### src/rtl/cache_mem_arbiter.sv
// cache_mem_arbiter
// Shares the 128-bit line-refill memory port between the Icache and Dcache.
// One-cycle request pulses are latched into pending slots (newest wins),
// granted round-robin from IDLE (same-cycle pulses bypass the slot), and the
// memory request is held until mem_ack_i. Responses return as one-cycle
// ready pulses. ic_flush_i drops a queued Icache request and suppresses an
// in-flight Icache response.
// Ports:
//   clk, rst_n                 clock, async active-low reset
//   ic_valid_req_i/ic_addr_i   Icache line-read request pulse + address
//   ic_flush_i                 jump flush for Icache traffic
//   ic_ready_o/ic_rdata_o      Icache refill pulse + line
//   dc_valid_req_i/dc_we_i/dc_addr_i/dc_wdata_i  Dcache request pulse
//   dc_ready_o/dc_rdata_o      Dcache completion pulse + refill line
//   mem_req_o/mem_we_o/mem_addr_o/mem_wdata_o    memory request (level)
//   mem_ack_i/mem_rdata_i      memory completion + read line
//   arb_busy_o                 a transaction is outstanding
module cache_mem_arbiter (
  input  logic         clk,
  input  logic         rst_n,
  input  logic         ic_valid_req_i,
  input  logic [31:0]  ic_addr_i,
  input  logic         ic_flush_i,
  output logic         ic_ready_o,
  output logic [127:0] ic_rdata_o,
  input  logic         dc_valid_req_i,
  input  logic         dc_we_i,
  input  logic [31:0]  dc_addr_i,
  input  logic [127:0] dc_wdata_i,
  output logic         dc_ready_o,
  output logic [127:0] dc_rdata_o,
  output logic         mem_req_o,
  output logic         mem_we_o,
  output logic [31:0]  mem_addr_o,
  output logic [127:0] mem_wdata_o,
  input  logic         mem_ack_i,
  input  logic [127:0] mem_rdata_i,
  output logic         arb_busy_o
);

  typedef enum logic [1:0] {IDLE, BUSY_I, BUSY_D} state_t;

  state_t         r_state;
  logic           r_ic_pend;
  logic [31:0]    r_ic_addr;
  logic           r_dc_pend;
  logic           r_dc_we;
  logic [31:0]    r_dc_addr;
  logic [127:0]   r_dc_wdata;
  logic           r_last_d;   // 1: last completed grant was Dcache
  logic           r_discard;  // in-flight Icache response is stale

  // Candidates: pending slot or same-cycle pulse. A flush kills the queued
  // Icache slot but a pulse in the flush cycle is a fresh request.
  logic           w_ic_cand, w_dc_cand, w_grant_i, w_grant_d;
  logic [31:0]    w_ic_addr, w_dc_addr;
  logic           w_dc_we;
  logic [127:0]   w_dc_wdata;

  assign w_ic_cand  = ic_valid_req_i | (r_ic_pend & ~ic_flush_i);
  assign w_dc_cand  = dc_valid_req_i | r_dc_pend;
  assign w_ic_addr  = ic_valid_req_i ? ic_addr_i  : r_ic_addr;
  assign w_dc_addr  = dc_valid_req_i ? dc_addr_i  : r_dc_addr;
  assign w_dc_we    = dc_valid_req_i ? dc_we_i    : r_dc_we;
  assign w_dc_wdata = dc_valid_req_i ? dc_wdata_i : r_dc_wdata;

  // On a tie, grant the side opposite the last completed grant.
  assign w_grant_i  = (r_state == IDLE) & w_ic_cand & (~w_dc_cand | r_last_d);
  assign w_grant_d  = (r_state == IDLE) & w_dc_cand & ~w_grant_i;

  assign arb_busy_o = (r_state != IDLE);

  always_ff @(posedge clk or negedge rst_n) begin
    if (!rst_n) begin
      r_state     <= IDLE;
      r_ic_pend   <= 1'b0;
      r_ic_addr   <= '0;
      r_dc_pend   <= 1'b0;
      r_dc_we     <= 1'b0;
      r_dc_addr   <= '0;
      r_dc_wdata  <= '0;
      r_last_d    <= 1'b1;
      r_discard   <= 1'b0;
      ic_ready_o  <= 1'b0;
      ic_rdata_o  <= '0;
      dc_ready_o  <= 1'b0;
      dc_rdata_o  <= '0;
      mem_req_o   <= 1'b0;
      mem_we_o    <= 1'b0;
      mem_addr_o  <= '0;
      mem_wdata_o <= '0;
    end else begin
      ic_ready_o <= 1'b0;
      dc_ready_o <= 1'b0;

      // Pending slots: a grant consumes the slot (and any bypassed pulse).
      if (w_grant_i)           r_ic_pend <= 1'b0;
      else if (ic_valid_req_i) begin
        r_ic_pend <= 1'b1;
        r_ic_addr <= ic_addr_i;
      end else if (ic_flush_i) r_ic_pend <= 1'b0;

      if (w_grant_d)           r_dc_pend <= 1'b0;
      else if (dc_valid_req_i) begin
        r_dc_pend  <= 1'b1;
        r_dc_we    <= dc_we_i;
        r_dc_addr  <= dc_addr_i;
        r_dc_wdata <= dc_wdata_i;
      end

      case (r_state)
        IDLE: begin
          if (w_grant_i) begin
            mem_req_o   <= 1'b1;
            mem_we_o    <= 1'b0;
            mem_addr_o  <= w_ic_addr & 32'hFFFF_FFF0;
            mem_wdata_o <= '0;
            r_state     <= BUSY_I;
          end else if (w_grant_d) begin
            mem_req_o   <= 1'b1;
            mem_we_o    <= w_dc_we;
            mem_addr_o  <= w_dc_addr & 32'hFFFF_FFF0;
            mem_wdata_o <= w_dc_wdata;
            r_state     <= BUSY_D;
          end
        end
        BUSY_I: begin
          if (mem_ack_i) begin
            mem_req_o <= 1'b0;
            r_state   <= IDLE;
            r_last_d  <= 1'b0;
            r_discard <= 1'b0;
            // A flush coinciding with the ack also kills this response.
            if (!r_discard && !ic_flush_i) begin
              ic_ready_o <= 1'b1;
              ic_rdata_o <= mem_rdata_i;
            end
          end else if (ic_flush_i) begin
            r_discard <= 1'b1;
          end
        end
        BUSY_D: begin
          if (mem_ack_i) begin
            mem_req_o  <= 1'b0;
            r_state    <= IDLE;
            r_last_d   <= 1'b1;
            dc_ready_o <= 1'b1;
            if (!mem_we_o) dc_rdata_o <= mem_rdata_i;
          end
        end
        default: r_state <= IDLE;
      endcase
    end
  end

endmodule

### config.mk
export PLATFORM = sky130hd
export DESIGN_NAME = cache_mem_arbiter
export DESIGN_NICKNAME = d
export VERILOG_FILES = /design/src/rtl/cache_mem_arbiter.sv
export SDC_FILE = /design/constraint.sdc
export NUM_CORES = 1
export LEC_CHECK = 0
export ABC_AREA = 1
export BUFFER_PORTS_ARGS = -buffer_cell sky130_fd_sc_hd__buf_2
export CORE_AREA = 2 2 288 290
export DETAILED_ROUTE_END_ITERATION = 8
export DIE_AREA = 0 0 290 292
export SLEW_MARGIN = 20
export SYNTH_ARGS = -nofsm -noshare
export SYNTH_HDL_FRONTEND = slang
export SYNTH_SLANG_ARGS = --single-unit
### constraint.sdc
create_clock -name clk -period 1.6 [get_ports clk]
set_clock_uncertainty 0.05 [all_clocks]
set_input_delay 0.32 -clock clk [delete_from_list [all_inputs] [get_ports clk]]
set_output_delay 0.32 -clock clk [all_outputs]
set_load 0.05 [all_outputs]
==> impl_results.md, run 1 <==
- Last weighted congestion value of the routability-driven placer: 0.863
- TNS Setup: -55.67 ns
- Via count: 22,966
- Initial antenna violation count: 24
- Maximum clock path buffer count: 3
- Most common flop cell mapped by yosys: sky130_fd_sc_hd__dfrtp_1
- Synthesized flop and latch total: 607
- Total DRC errors in the routed layout: 0
- Final std cells w/o fill: 5,059
- Count of pins over their slew limit: 0
- Post-synthesis instance area: 25,100 um2
- Floorplan row count: 105
- Total count of hold-check failures in the final report: 0
- Count of routing violations after the opening detailed-route iteration: 1,412
- Number of fillers in the final layout: 7,807
- Total area of multi-input combinational cells: 7870 um2
- Die Wd: 290 um
- Area used by sequential logic in the layout: 15,200 um2
- Clock insertion delay at the later pin of the skew report: 0.61 ns
- Drt first pass iters: 5
- Worst vdd ir: 0.00118 V
- Layout cells sized above 1: 0.268
- Number of setup violations in the final report: 778
- Detail-routed net length per standard cell: 17.6 um
- Portion of the clock cycle consumed by the worst path in the final layout: 1.17
- Post-detail-place hpwl: 62,900 um
- Clock edge transition at the registers on the reported setup and hold paths: 0.06 ns
- Violated checks: negative setup slack
- Floorplan die height: 292 um
- Final min period: 1.87 ns
- Final design area excluding fillers: 36,500 um2
- Number of cells on the worst reg-to-reg path: 8
- Proportion of total power due to net switching: 0.487
- Ys async rst share: 1.00
- Placed standard-cell area: 30,700 um2
- Max Cap Viol: 0
- Critical Setup Path Class: register to output pin
- GRT Total Usage: 0.208
- Antenna viol nets, final: 0
- Critical path required time: 1.23 ns
- Final setup margin: -0.273 ns
- Hold path depth: 5
- Clock tree from TritonCTS: yes
- Routed Wire Length: 89,300 um
- Sequential share of power: 0.302
- Class of the worst hold path: input port to register
- Post-Syn Area per Cell: 8.73 um2
- Largest net degree at the start of global routing: 79
- Leading cell type in the layout, fill and taps excluded: sky130_fd_sc_hd__nand2_1
- Sinks on the clock net: 607
- DR vias/cell: 4.54
- Area of the die: 84,700 um2
- Share of power burned in the clock network: 0.201
- Reported net switching power: 41.7 mW
- Count of flip-flops with a built-in enable after synthesis: 0
- Proportion of power drawn by combinational gates: 0.498
- Cell Count Post-Placement: 4,638
- Highest attainable clock frequency: 534 MHz
- Cell chosen for the clock root: sky130_fd_sc_hd__clkbuf_16
- RSZ-0062 raised after global routing: true
- Outcome: finished, violations left
- # nets final: 4,253
- CTS Buf Count: 72
- GR Overflow Total: 0
- Count of distinct cell types in the synthesized netlist: 26
- Critical Path Start Type: register
- Port bufs: 735
- Data arrival time at the worst-slack endpoint: 1.50 ns
- Post-synthesis instance total: 2,873
- Peak fanout along the critical path: 2
- Sequential-to-total area share from yosys stat: 0.605
- Total of warnings raised by yosys: 0
- Internal power consumption: 43.9 mW
- Commonest non-fill, non-tap cells in the layout: 1,046 x sky130_fd_sc_hd__nand2_1, 727 x sky130_fd_sc_hd__buf_2, 605 x sky130_fd_sc_hd__dfrtp_1
- Leakage power figure: 19.4 nW
- IO Pins: 748
- Power per Cell Area: 2350 nW/um2
- Core Area: 81,600 um2
- Initial Utilization: 0.308
- Global-route wire length before repair: 137,000 um
- Area Growth Syn to Fin: 45.5%
- CTS H-tree depth: 3
- CP Capture Type: output pin
- Vias in the first global route: 22,818
[registers in the layout (all words and copies together) (netlist names), 2 cells and up]
signal,count
r_ic_addr,28
mem_wdata_o,128
dc_rdata_o,128
r_dc_addr,28
mem_addr_o,28
r_dc_wdata,128
r_state,2
ic_rdata_o,128
[path summary, 6_finish.rpt]
check / from / endpoint / slack [ns]
worst max-delay path: r_state[1]$_DFFE_PN0P_ / arb_busy_o / -0.27
worst min-delay path: dc_wdata_i[48] / r_dc_wdata[48]$_DFFE_PN0N_ / 0.05
worst max register to register: r_state[1]$_DFFE_PN0P_ / r_dc_wdata[24]$_DFFE_PN0N_ / -0.21
worst min register to register: mem_wdata_o[107]$_DFFE_PN0P_ / mem_wdata_o[107]$_DFFE_PN0P_ / 0.41
max in group asynchronous: rst_n / mem_wdata_o[66]$_DFFE_PN0P_ / 0.57
min in group asynchronous: rst_n / dc_rdata_o[82]$_DFFE_PN0P_ / 0.13
[repair_timing]
item / in CTS / in global routing
buffers inserted: 7 / 0
hold buffers: 259 / 0
cloned: 10 / 4
endpoints found under the setup margin: 950 / 1005
pin swaps: 3 / 2
gates resized for setup: 74 / 54
hold endpoints to repair: 807 / 0
[cell type report]
class                   count  area share
flip-flops and latches    607       0.416
repair buffers           1148       0.229
multi-input cells        1787       0.216
clock buffers             106      0.0578
well taps                1070      0.0367
inverters                 302      0.0321
clock inverters            24      0.0107
repair inverters            4     0.00123
diodes                     11    0.000754
[per-layer routing]
| metal | vias up | GRT usage | wire [um] |
|---|---|---|---|
| li1 | 11127 | - | - |
| met1 | 10755 | 0.256 | 37100 |
| met2 | 807 | 0.328 | 40800 |
| met3 | 253 | 0.0631 | 6540 |
| met4 | 24 | 0.107 | 4610 |
| met5 | - | 0 | 173 |
[synthesized netlist by cell type (2+ instances only)]
master / n / area (um2)
sky130_fd_sc_hd__buf_1: 3 / 11.3
sky130_fd_sc_hd__buf_2: 53 / 265
sky130_fd_sc_hd__buf_4: 28 / 210
sky130_fd_sc_hd__buf_6: 21 / 236
sky130_fd_sc_hd__clkbuf_1: 75 / 282
sky130_fd_sc_hd__dfrtp_1: 606 / 15200
sky130_fd_sc_hd__ha_1: 4 / 50.1
sky130_fd_sc_hd__inv_1: 298 / 1120
sky130_fd_sc_hd__inv_2: 3 / 11.3
sky130_fd_sc_hd__nand2_1: 1053 / 3950
sky130_fd_sc_hd__nand3_1: 2 / 10.0
sky130_fd_sc_hd__nor2_1: 3 / 11.3
sky130_fd_sc_hd__o21ai_0: 547 / 2740
sky130_fd_sc_hd__o21ai_1: 123 / 616
sky130_fd_sc_hd__o21ai_2: 17 / 149
sky130_fd_sc_hd__or2_1: 12 / 75.1
sky130_fd_sc_hd__or2_2: 16 / 100
[power groups by stage]
stage / clock network (mW) / registers [mW] / logic [mW]
2_1_floorplan: 0 / 41.6 / 12.6
3_3_place_gp: 0 / 25.8 / 40.5
3_5_place_dp: 0 / 25.9 / 41.0
4_1_cts: 17.6 / 25.8 / 42.2
5_1_grt: 18.3 / 26.6 / 45.9
6_report: 17.2 / 25.8 / 42.6
[worst max-delay path: stages, from the launching register on]
cell and delay, ns:
sky130_fd_sc_hd__dfrtp_1 0.39, sky130_fd_sc_hd__inv_2 0.09, sky130_fd_sc_hd__ha_4 0.15, sky130_fd_sc_hd__buf_6 0.10
sky130_fd_sc_hd__inv_4 0.03, sky130_fd_sc_hd__buf_12 0.14
[through the flow]
stage / hold WS (ns) / utilization / setup WS, ns / power [mW]
floorplan: -0.0256 / - / 0.00508 / 54.3
global placement: 0.183 / 0.377 / -0.205 / 66.3
detailed placement: 0.178 / 0.377 / -0.255 / 66.9
CTS: 0.000306 / 0.445 / -0.310 / 85.6
global route: 0.0351 / 0.447 / -0.349 / 90.7
finish: 0.0451 / 0.447 / -0.273 / 85.6
[logic make-up (layout without fill, tap and decap cells)]
kind of cell | after synthesis | after routing | synth area share
other | 1 | 15 | 0.000149
DFF | 607 | 607 | 0.605
and+or+nand+nor | 1090 | 1090 | 0.167
AOI/OAI and AO/OA | 689 | 689 | 0.140
adders and majority gates | 4 | 4 | 0.00199
buffers and inverters | 482 | 1584 | 0.0854
Note: power is estimated with default switching activity, not from simulation.
==> run 2, diff against run 1 <==
Settings changed: HOLD_SLACK_MARGIN from default to 0.03, PLACE_DENSITY_LB_ADDON from default to 0.25.
==> run 2 against run 1 <==
Effect of this change:
- the run still ends with negative setup slack left
- worst setup slack better by 0.023 ns
- clock-buffer cell count stayed put
- first-iteration DRC count is 9.2% lower
- total power is 9.2% higher
- final cell count is 1.5% higher
- sequential power hardly changed
- hold slack better by 0.025 ns
- critical path type is now register to register
- largest power group unchanged
- highest routed layer unchanged
==> impl_results.md, run 2 (synthesis results as in run 1) <==
- Outcome: finished, violations left (unchanged)
- Violated checks: negative setup slack (unchanged)
- Drt first pass iters: 5 (unchanged)
- Post-detail-place hpwl: 58,500 um (was 62,900 um)
- Commonest non-fill, non-tap cells in the layout: 962 x sky130_fd_sc_hd__nand2_1, 716 x sky130_fd_sc_hd__buf_2, 606 x sky130_fd_sc_hd__dfrtp_1 (was 1,046 x sky130_fd_sc_hd__nand2_1, 727 x sky130_fd_sc_hd__buf_2, 605 x sky130_fd_sc_hd__dfrtp_1)
- CTS H-tree depth: 3 (unchanged)
- Critical path required time: 2.03 ns (was 1.23 ns)
- Leading cell type in the layout, fill and taps excluded: sky130_fd_sc_hd__nand2_1 (unchanged)
- Total count of hold-check failures in the final report: 0 (unchanged)
- CTS Buf Count: 70 (was 72)
- Clock tree from TritonCTS: yes (unchanged)
- Worst setup endpoint: mem_wdata_o[104]$_DFFE_PN0P_ (was arb_busy_o)
- Worst max-slew margin expressed relative to the limit: 0.631
- Sinks on the clock net: 607 (unchanged)
- Routed Wire Length: 91,400 um (was 89,300 um)
- Reg-to-Reg Start: r_state[0]$_DFFE_PN0P_ (was r_state[1]$_DFFE_PN0P_)
- Port bufs: 735 (unchanged)
- Layout cells sized above 1: 0.321 (was 0.268)
- Antenna viol nets, final: 0 (unchanged)
- Number of cells on the worst reg-to-reg path: 11 (was 8)
- Total DRC errors in the routed layout: 0 (unchanged)
- Floorplan die height: 292 um (unchanged)
- Critical Setup Path Class: register to register (was register to output pin)
- Core Area: 81,600 um2 (unchanged)
- Portion of the clock cycle consumed by the worst path in the final layout: 1.16 (was 1.17)
- Number of setup violations in the final report: 566 (was 778)
- Leakage power figure: 20.7 nW (was 19.4 nW)
- Worst vdd ir: 0.00180 V (was 0.00118 V)
- Clock edge transition at the registers on the reported setup and hold paths: 0.06 ns (about the same)
- DR vias/cell: 4.53 (was 4.54)
- Ordered cell list for the critical path: inv_2 -> ha_4 -> buf_6 -> nand3_4 -> buf_12 -> nand2_8 -> buf_12 -> clkinv_16 -> clkbuf_16 -> nand2_1 -> nand2_1 (was inv_2 -> ha_4 -> buf_6 -> inv_4 -> buf_12)
- Area Growth Syn to Fin: 55.9% (was 45.5%)
- Highest attainable clock frequency: 540 MHz (was 534 MHz)
- Buffering stage count on the worst path with inverters included: 6 (was 4)
- Worst reg-to-reg setup slack: -0.25 ns (was -0.21 ns)
- Power per Cell Area: 2390 nW/um2 (was 2350 nW/um2)
- Cell chosen for the clock root: sky130_fd_sc_hd__clkbuf_16 (unchanged)
- Clock insertion delay at the later pin of the skew report: 0.59 ns (was 0.61 ns)
- CP Capture Type: register (was output pin)
- Die Wd: 290 um (unchanged)
- Via count: 23,278 (was 22,966)
- Final setup margin: -0.251 ns (was -0.273 ns)
- Maximum clock path buffer count: 3 (unchanged)
- Last weighted congestion value of the routability-driven placer: 0.863 (about the same)
- TNS Setup: -63.31 ns (was -55.67 ns)
- Floorplan row count: 105 (unchanged)
- Number of fillers in the final layout: 7,674 (was 7,807)
- Detail-routed net length per standard cell: 17.8 um (was 17.6 um)
- Crit path max-delay cell type: sky130_fd_sc_hd__dfrtp_1 (unchanged)
- Startpoint of the most critical setup path: r_state[0]$_DFFE_PN0P_ (was r_state[1]$_DFFE_PN0P_)
- Dominant delay contributor by cell family on the critical path: buffers and inverters (was flip-flops)
- Vias in the first global route: 22,600 (was 22,818)
- GRT Total Usage: 0.202 (was 0.208)
- Data arrival time at the worst-slack endpoint: 2.28 ns (was 1.50 ns)
- Global-route wire length before repair: 134,000 um (was 137,000 um)
- Hold path depth: 5 (unchanged)
- Class of the worst hold path: input port to register (unchanged)
- Cell Count Post-Placement: 4,649 (was 4,638)
- Max Cap Viol: 0 (unchanged)
- IO Pins: 748 (unchanged)
- Largest net degree at the start of global routing: 88 (was 79)
- Count of pins over their slew limit: 0 (unchanged)
- Area of the die: 84,700 um2 (unchanged)
- Final min period: 1.85 ns (was 1.87 ns)
- Initial Utilization: 0.308 (unchanged)
- Final std cells w/o fill: 5,136 (was 5,059)
- # nets final: 4,348 (was 4,253)
- Initial antenna violation count: 10 (was 24)
- GR Overflow Total: 0 (unchanged)
- Transition time at the pin with the least slew margin: 0.547 ns
- RSZ-0062 raised after global routing: true (unchanged)
- Reg-to-reg endpoint: mem_wdata_o[104]$_DFFE_PN0P_ (was r_dc_wdata[24]$_DFFE_PN0N_)
- Critical Path Start Type: register (unchanged)
- Max stage delay on crit path: 0.39 ns (about the same)
- Peak fanout along the critical path: 15 (was 2)
- Depth of the critical timing path with buffers and inverters included: 11 (was 5)
- Count of routing violations after the opening detailed-route iteration: 1,282 (was 1,412)
run 2: layer usage:
layer	up-vias	global-route usage	wire (um)
met3	209	0.0397	4720
met1	11018	0.259	38800
met4	14	0.0936	3940
met2	684	0.330	43800
met5	-	0	87
li1	11353	-	-
run 2: tightest hold or removal path: cells and delay by family:
| family | cells | cell delay [ns] |
|---|---|---|
| buffers and inverters | 1 | 0.07 |
| and+or+nand+nor | 3 | 0.17 |
| AOI/OAI and AO/OA | 1 | 0.10 |
run 2: report_power, final:
group	switching (mW)	internal, mW
sequential	3.47	22.4
combinational	34.8	17.4
clock	6.45	9.02
total	44.7	48.8
run 2: final cells by class:
class	instances	area, um2	area share
clock inverters	12	144	0.00368
clock buffers	106	2020	0.0516
inverters	302	1180	0.0303
well taps	1070	1340	0.0342
flip-flops and latches	607	15200	0.388
repair inverters	3	51.3	0.00131
repair buffers	1246	10500	0.268
multi-input cells	1787	8710	0.223
diodes	3	7.51	0.000192
run 2: repair_timing:
item / CTS / global route
resized for setup: 142 / 348
hold buffers: 264 / 0
pin swaps: 6 / 7
gates cloned: 34 / 37
setup buffers: 33 / 5
setup endpoints to repair: 931 / 1006
hold endpoints to repair: 928 / 0
run 2: through the flow:
stage           util  worst slack (ns)  total power [mW]  hold WS [ns]  instance area [um2]
3_3_place_gp   0.379            -0.127              66.6         0.170                31000
6_report       0.480            -0.251              93.5        0.0699                39100
2_1_floorplan      -           0.00508              54.3       -0.0256                25100
3_5_place_dp   0.379            -0.158              67.1         0.170                31000
5_1_grt        0.480            -0.331              98.7        0.0579                39100
4_1_cts        0.460            -0.281              89.1        0.0300                37500
run 2: worst min path at each step:
stage	slack, ns	startpoint	to
after floorplan	-0.03	rst_n	dc_rdata_o[0]$_DFFE_PN0P_
after global placement	0.17	rst_n	ic_rdata_o[84]$_DFFE_PN0P_
after detailed placement	0.17	rst_n	ic_rdata_o[84]$_DFFE_PN0P_
after CTS	0.03	dc_wdata_i[115]	mem_wdata_o[115]$_DFFE_PN0P_
after global routing	0.06	dc_addr_i[6]	r_dc_addr[6]$_DFFE_PN0N_
final	0.07	dc_wdata_i[81]	mem_wdata_o[81]$_DFFE_PN0P_
==> run 3, diff against run 2 <==
Settings changed: PLACE_DENSITY from default to 0.51, PLACE_DENSITY_LB_ADDON 0.25 to default.
==> run 3 against run 2 <==
Effect of this change:
- the run still ends with negative setup slack left
- sequential share of layout area shrank 1.2 points
- first-iteration DRC count grew 3.7%
- clock power grew 9%
- combinational power grew 4.2%
- fmax shrank 2.6%
- global-route usage grew 0.39 points
- critical path depth is the same
- die area is the same
- worst setup slack lost 0.050 ns
- total power grew 4.2%
- hold slack gained 0.0044 ns
- critical path type unchanged
- largest power group unchanged
==> impl_results.md, run 3 (synthesis results as in run 1) <==
- Clock tree from TritonCTS: yes (unchanged)
- Worst hold slack across all endpoints: 0.0743 ns (was 0.0699 ns)
- Portion of the clock cycle consumed by the worst path in the final layout: 1.19 (was 1.16)
- Clock insertion delay at the later pin of the skew report: 0.60 ns (was 0.59 ns)
- Share of power burned in the clock network: 0.174 (was 0.165)
- Sequential share of power: 0.268 (was 0.277)
- Floorplan row count: 105 (unchanged)
- Outcome: finished, violations left (unchanged)
- Final setup margin: -0.300 ns (was -0.251 ns)
- Reg-to-reg endpoint: mem_wdata_o[108]$_DFFE_PN0P_ (was mem_wdata_o[104]$_DFFE_PN0P_)
- Leading cell type in the layout, fill and taps excluded: sky130_fd_sc_hd__nand2_1 (unchanged)
- Vias in the first global route: 23,050 (was 22,600)
- CTS Buf Count: 71 (was 70)
- Hold path depth: 3 (was 5)
- Sinks on the clock net: 607 (unchanged)
- Commonest non-fill, non-tap cells in the layout: 882 x sky130_fd_sc_hd__nand2_1, 685 x sky130_fd_sc_hd__buf_2, 605 x sky130_fd_sc_hd__dfrtp_1 (was 962 x sky130_fd_sc_hd__nand2_1, 716 x sky130_fd_sc_hd__buf_2, 606 x sky130_fd_sc_hd__dfrtp_1)
- Drt first pass iters: 5 (unchanged)
- Dominant delay contributor by cell family on the critical path: buffers and inverters (unchanged)
- Ordered cell list for the critical path: inv_2 -> ha_4 -> buf_6 -> nand3_4 -> buf_12 -> nand2_8 -> clkinv_16 -> buf_12 -> buf_16 -> nand2_1 -> nand2_1 (was inv_2 -> ha_4 -> buf_6 -> nand3_4 -> buf_12 -> nand2_8 -> buf_12 -> clkinv_16 -> clkbuf_16 -> nand2_1 -> nand2_1)
- GRT Total Usage: 0.206 (was 0.202)
- Reported net switching power: 45.9 mW (was 44.7 mW)
- Via count: 23,599 (was 23,278)
- Hold path startpoint: dc_addr_i[7] (was dc_wdata_i[81])
- Antenna viol nets, final: 0 (unchanged)
- Leakage power figure: 21.2 nW (was 20.7 nW)
- Total count of hold-check failures in the final report: 0 (unchanged)
- Power per Cell Area: 2410 nW/um2 (was 2390 nW/um2)
- Area Growth Syn to Fin: 61.0% (was 55.9%)
- Total DRC errors in the routed layout: 0 (unchanged)
- Critical Setup Path Class: register to register (unchanged)
- Largest net degree at the start of global routing: 55 (was 88)
- Final min period: 1.90 ns (was 1.85 ns)
- Buffering stage count on the worst path with inverters included: 6 (unchanged)
- Number of cells on the worst reg-to-reg path: 11 (unchanged)
- Cell chosen for the clock root: sky130_fd_sc_hd__clkbuf_16 (unchanged)
- Last weighted congestion value of the routability-driven placer: 0.827 (was 0.863)
- Proportion of total power due to net switching: 0.471 (was 0.478)
- GR Overflow Total: 0 (unchanged)
- Area of the die: 84,700 um2 (unchanged)
- CP Capture Type: register (unchanged)
- Critical path required time: 2.03 ns (about the same)
- Critical Path Start Type: register (unchanged)
- Proportion of power drawn by combinational gates: 0.558 (about the same)
- Maximum clock path buffer count: 3 (unchanged)
- Data arrival time at the worst-slack endpoint: 2.33 ns (was 2.28 ns)
- DR vias/cell: 4.56 (was 4.53)
- Number of fillers in the final layout: 7,617 (was 7,674)
- Layout cells sized above 1: 0.351 (was 0.321)
- Floorplan die height: 292 um (unchanged)
- Reg-to-Reg Start: r_state[0]$_DFFE_PN0P_ (unchanged)
- IO Pins: 748 (unchanged)
- Crit path max-delay cell type: sky130_fd_sc_hd__dfrtp_1 (unchanged)
- Internal power consumption: 51.5 mW (was 48.8 mW)
- # nets final: 4,375 (was 4,348)
- Post-detail-place hpwl: 58,700 um (was 58,500 um)
- Die Wd: 290 um (unchanged)
- Violated checks: negative setup slack (unchanged)
- Highest attainable clock frequency: 526 MHz (was 540 MHz)
- RSZ-0062 raised after global routing: true (unchanged)
- PnR Total Power: 97.4 mW (was 93.5 mW)
- Initial antenna violation count: 9 (was 10)
- Port bufs: 735 (unchanged)
- Worst max-slew margin expressed relative to the limit: 0.581 (was 0.631)
- Count of pins over their slew limit: 0 (unchanged)
- Global-route wire length before repair: 136,000 um (was 134,000 um)
- Terminating pin of the worst hold path: r_dc_addr[7]$_DFFE_PN0N_ (was mem_wdata_o[81]$_DFFE_PN0P_)
- Clock edge transition at the registers on the reported setup and hold paths: 0.06 ns (about the same)
- CTS H-tree depth: 3 (unchanged)
- Class of the worst hold path: input port to register (unchanged)
- Initial Utilization: 0.308 (unchanged)
- Count of routing violations after the opening detailed-route iteration: 1,329 (was 1,282)
- Detail-routed net length per standard cell: 18.1 um (was 17.8 um)
- Core Area: 81,600 um2 (unchanged)
- Peak fanout along the critical path: 8 (was 15)
- Depth of the critical timing path with buffers and inverters included: 11 (unchanged)
- Max stage delay on crit path: 0.39 ns (about the same)
- Worst vdd ir: 0.00135 V (was 0.00180 V)
- Transition time at the pin with the least slew margin: 0.622 ns (was 0.547 ns)
- Max Cap Viol: 0 (unchanged)
- Number of setup violations in the final report: 714 (was 566)
- Worst reg-to-reg setup slack: -0.30 ns (was -0.25 ns)
- Routed Wire Length: 93,600 um (was 91,400 um)
run 3: cell count changes in the layout (fill, tap and decap cells not counted), sizes merged:
cell         change
bufbuf           -5
dlygate4sd3      -2
bufinv           +2
clkinvlp         +3
clkbuf           +6
inv              -3
buf             +33
run 3: layout make-up:
type                    count  area (um2)  share of cell area
inverters                 302        1210              0.0299
multi-input cells        1787        8840               0.219
flip-flops and latches    607       15200               0.376
repair buffers           1272       11300               0.280
clock inverters            14         240             0.00595
clock buffers             112        2200              0.0546
repair inverters            3        42.5             0.00105
well taps                1070        1340              0.0331
diodes                      3        7.51            0.000186
run 3: how the worst max path moves through the flow:
stage	from	end
detailed placement	r_state[0]$_DFFE_PN0P_	ic_rdata_o[42]$_DFFE_PN0P_
global route	r_state[1]$_DFFE_PN0P_	ic_rdata_o[87]$_DFFE_PN0P_
finish	r_state[0]$_DFFE_PN0P_	mem_wdata_o[108]$_DFFE_PN0P_
CTS	r_state[0]$_DFFE_PN0P_	arb_busy_o
floorplan	r_state[0]$_DFFE_PN0P_	mem_addr_o[31]$_DFFE_PN0P_
global placement	r_state[0]$_DFFE_PN0P_	ic_rdata_o[54]$_DFFE_PN0P_
run 3: through the flow:
stage,area (um2),util,setup WS [ns],setup TNS (ns),instances
6_report,40400,0.495,-0.300,-105.63,5170
2_1_floorplan,25100,-,0.00508,0,2876
3_3_place_gp,31100,0.381,-0.124,-19.87,4653
4_1_cts,38900,0.477,-0.297,-117.56,5135
5_1_grt,40400,0.495,-0.355,-167.01,5170
3_5_place_dp,31100,0.381,-0.161,-35.45,4653
run 3: routing by layer:
layer | GRT usage | part of all wire | routed length (um)
met5 | 0 | 0.00087 | 81
met4 | 0.0917 | 0.042 | 3920
met3 | 0.0355 | 0.052 | 4860
met2 | 0.336 | 0.47 | 44400
met1 | 0.269 | 0.43 | 40400
run 3: worst register-to-register path: cells and delay by family, from the launching register on:
| family | cells | cell delay [ns] |
|---|---|---|
| adder cells (fa/ha/maj) | 1 | 0.16 |
| buffers and inverters | 6 | 0.83 |
| flip-flops | 1 | 0.39 |
| AND/OR/NAND/NOR | 4 | 0.37 |
run 3: timing repair:
| action | in CTS | in global routing |
|---|---|---|
| gates cloned | 50 | 33 |
| pin swaps | 10 | 50 |
| buffers inserted | 45 | 11 |
| endpoints found under the setup margin | 891 | 999 |
| hold buffers | 262 | 0 |
| endpoints found under the hold margin | 644 | 0 |
| gates resized for setup | 388 | 324 |
run 3: power groups by stage:
stage	sequential, mW	clock, mW	combinational (mW)
after floorplan	41.6	0	12.6
after global placement	25.9	0	40.8
after detailed placement	25.9	0	41.2
after CTS	26.0	17.3	49.3
after global routing	26.9	17.9	57.7
final	26.2	16.9	54.3
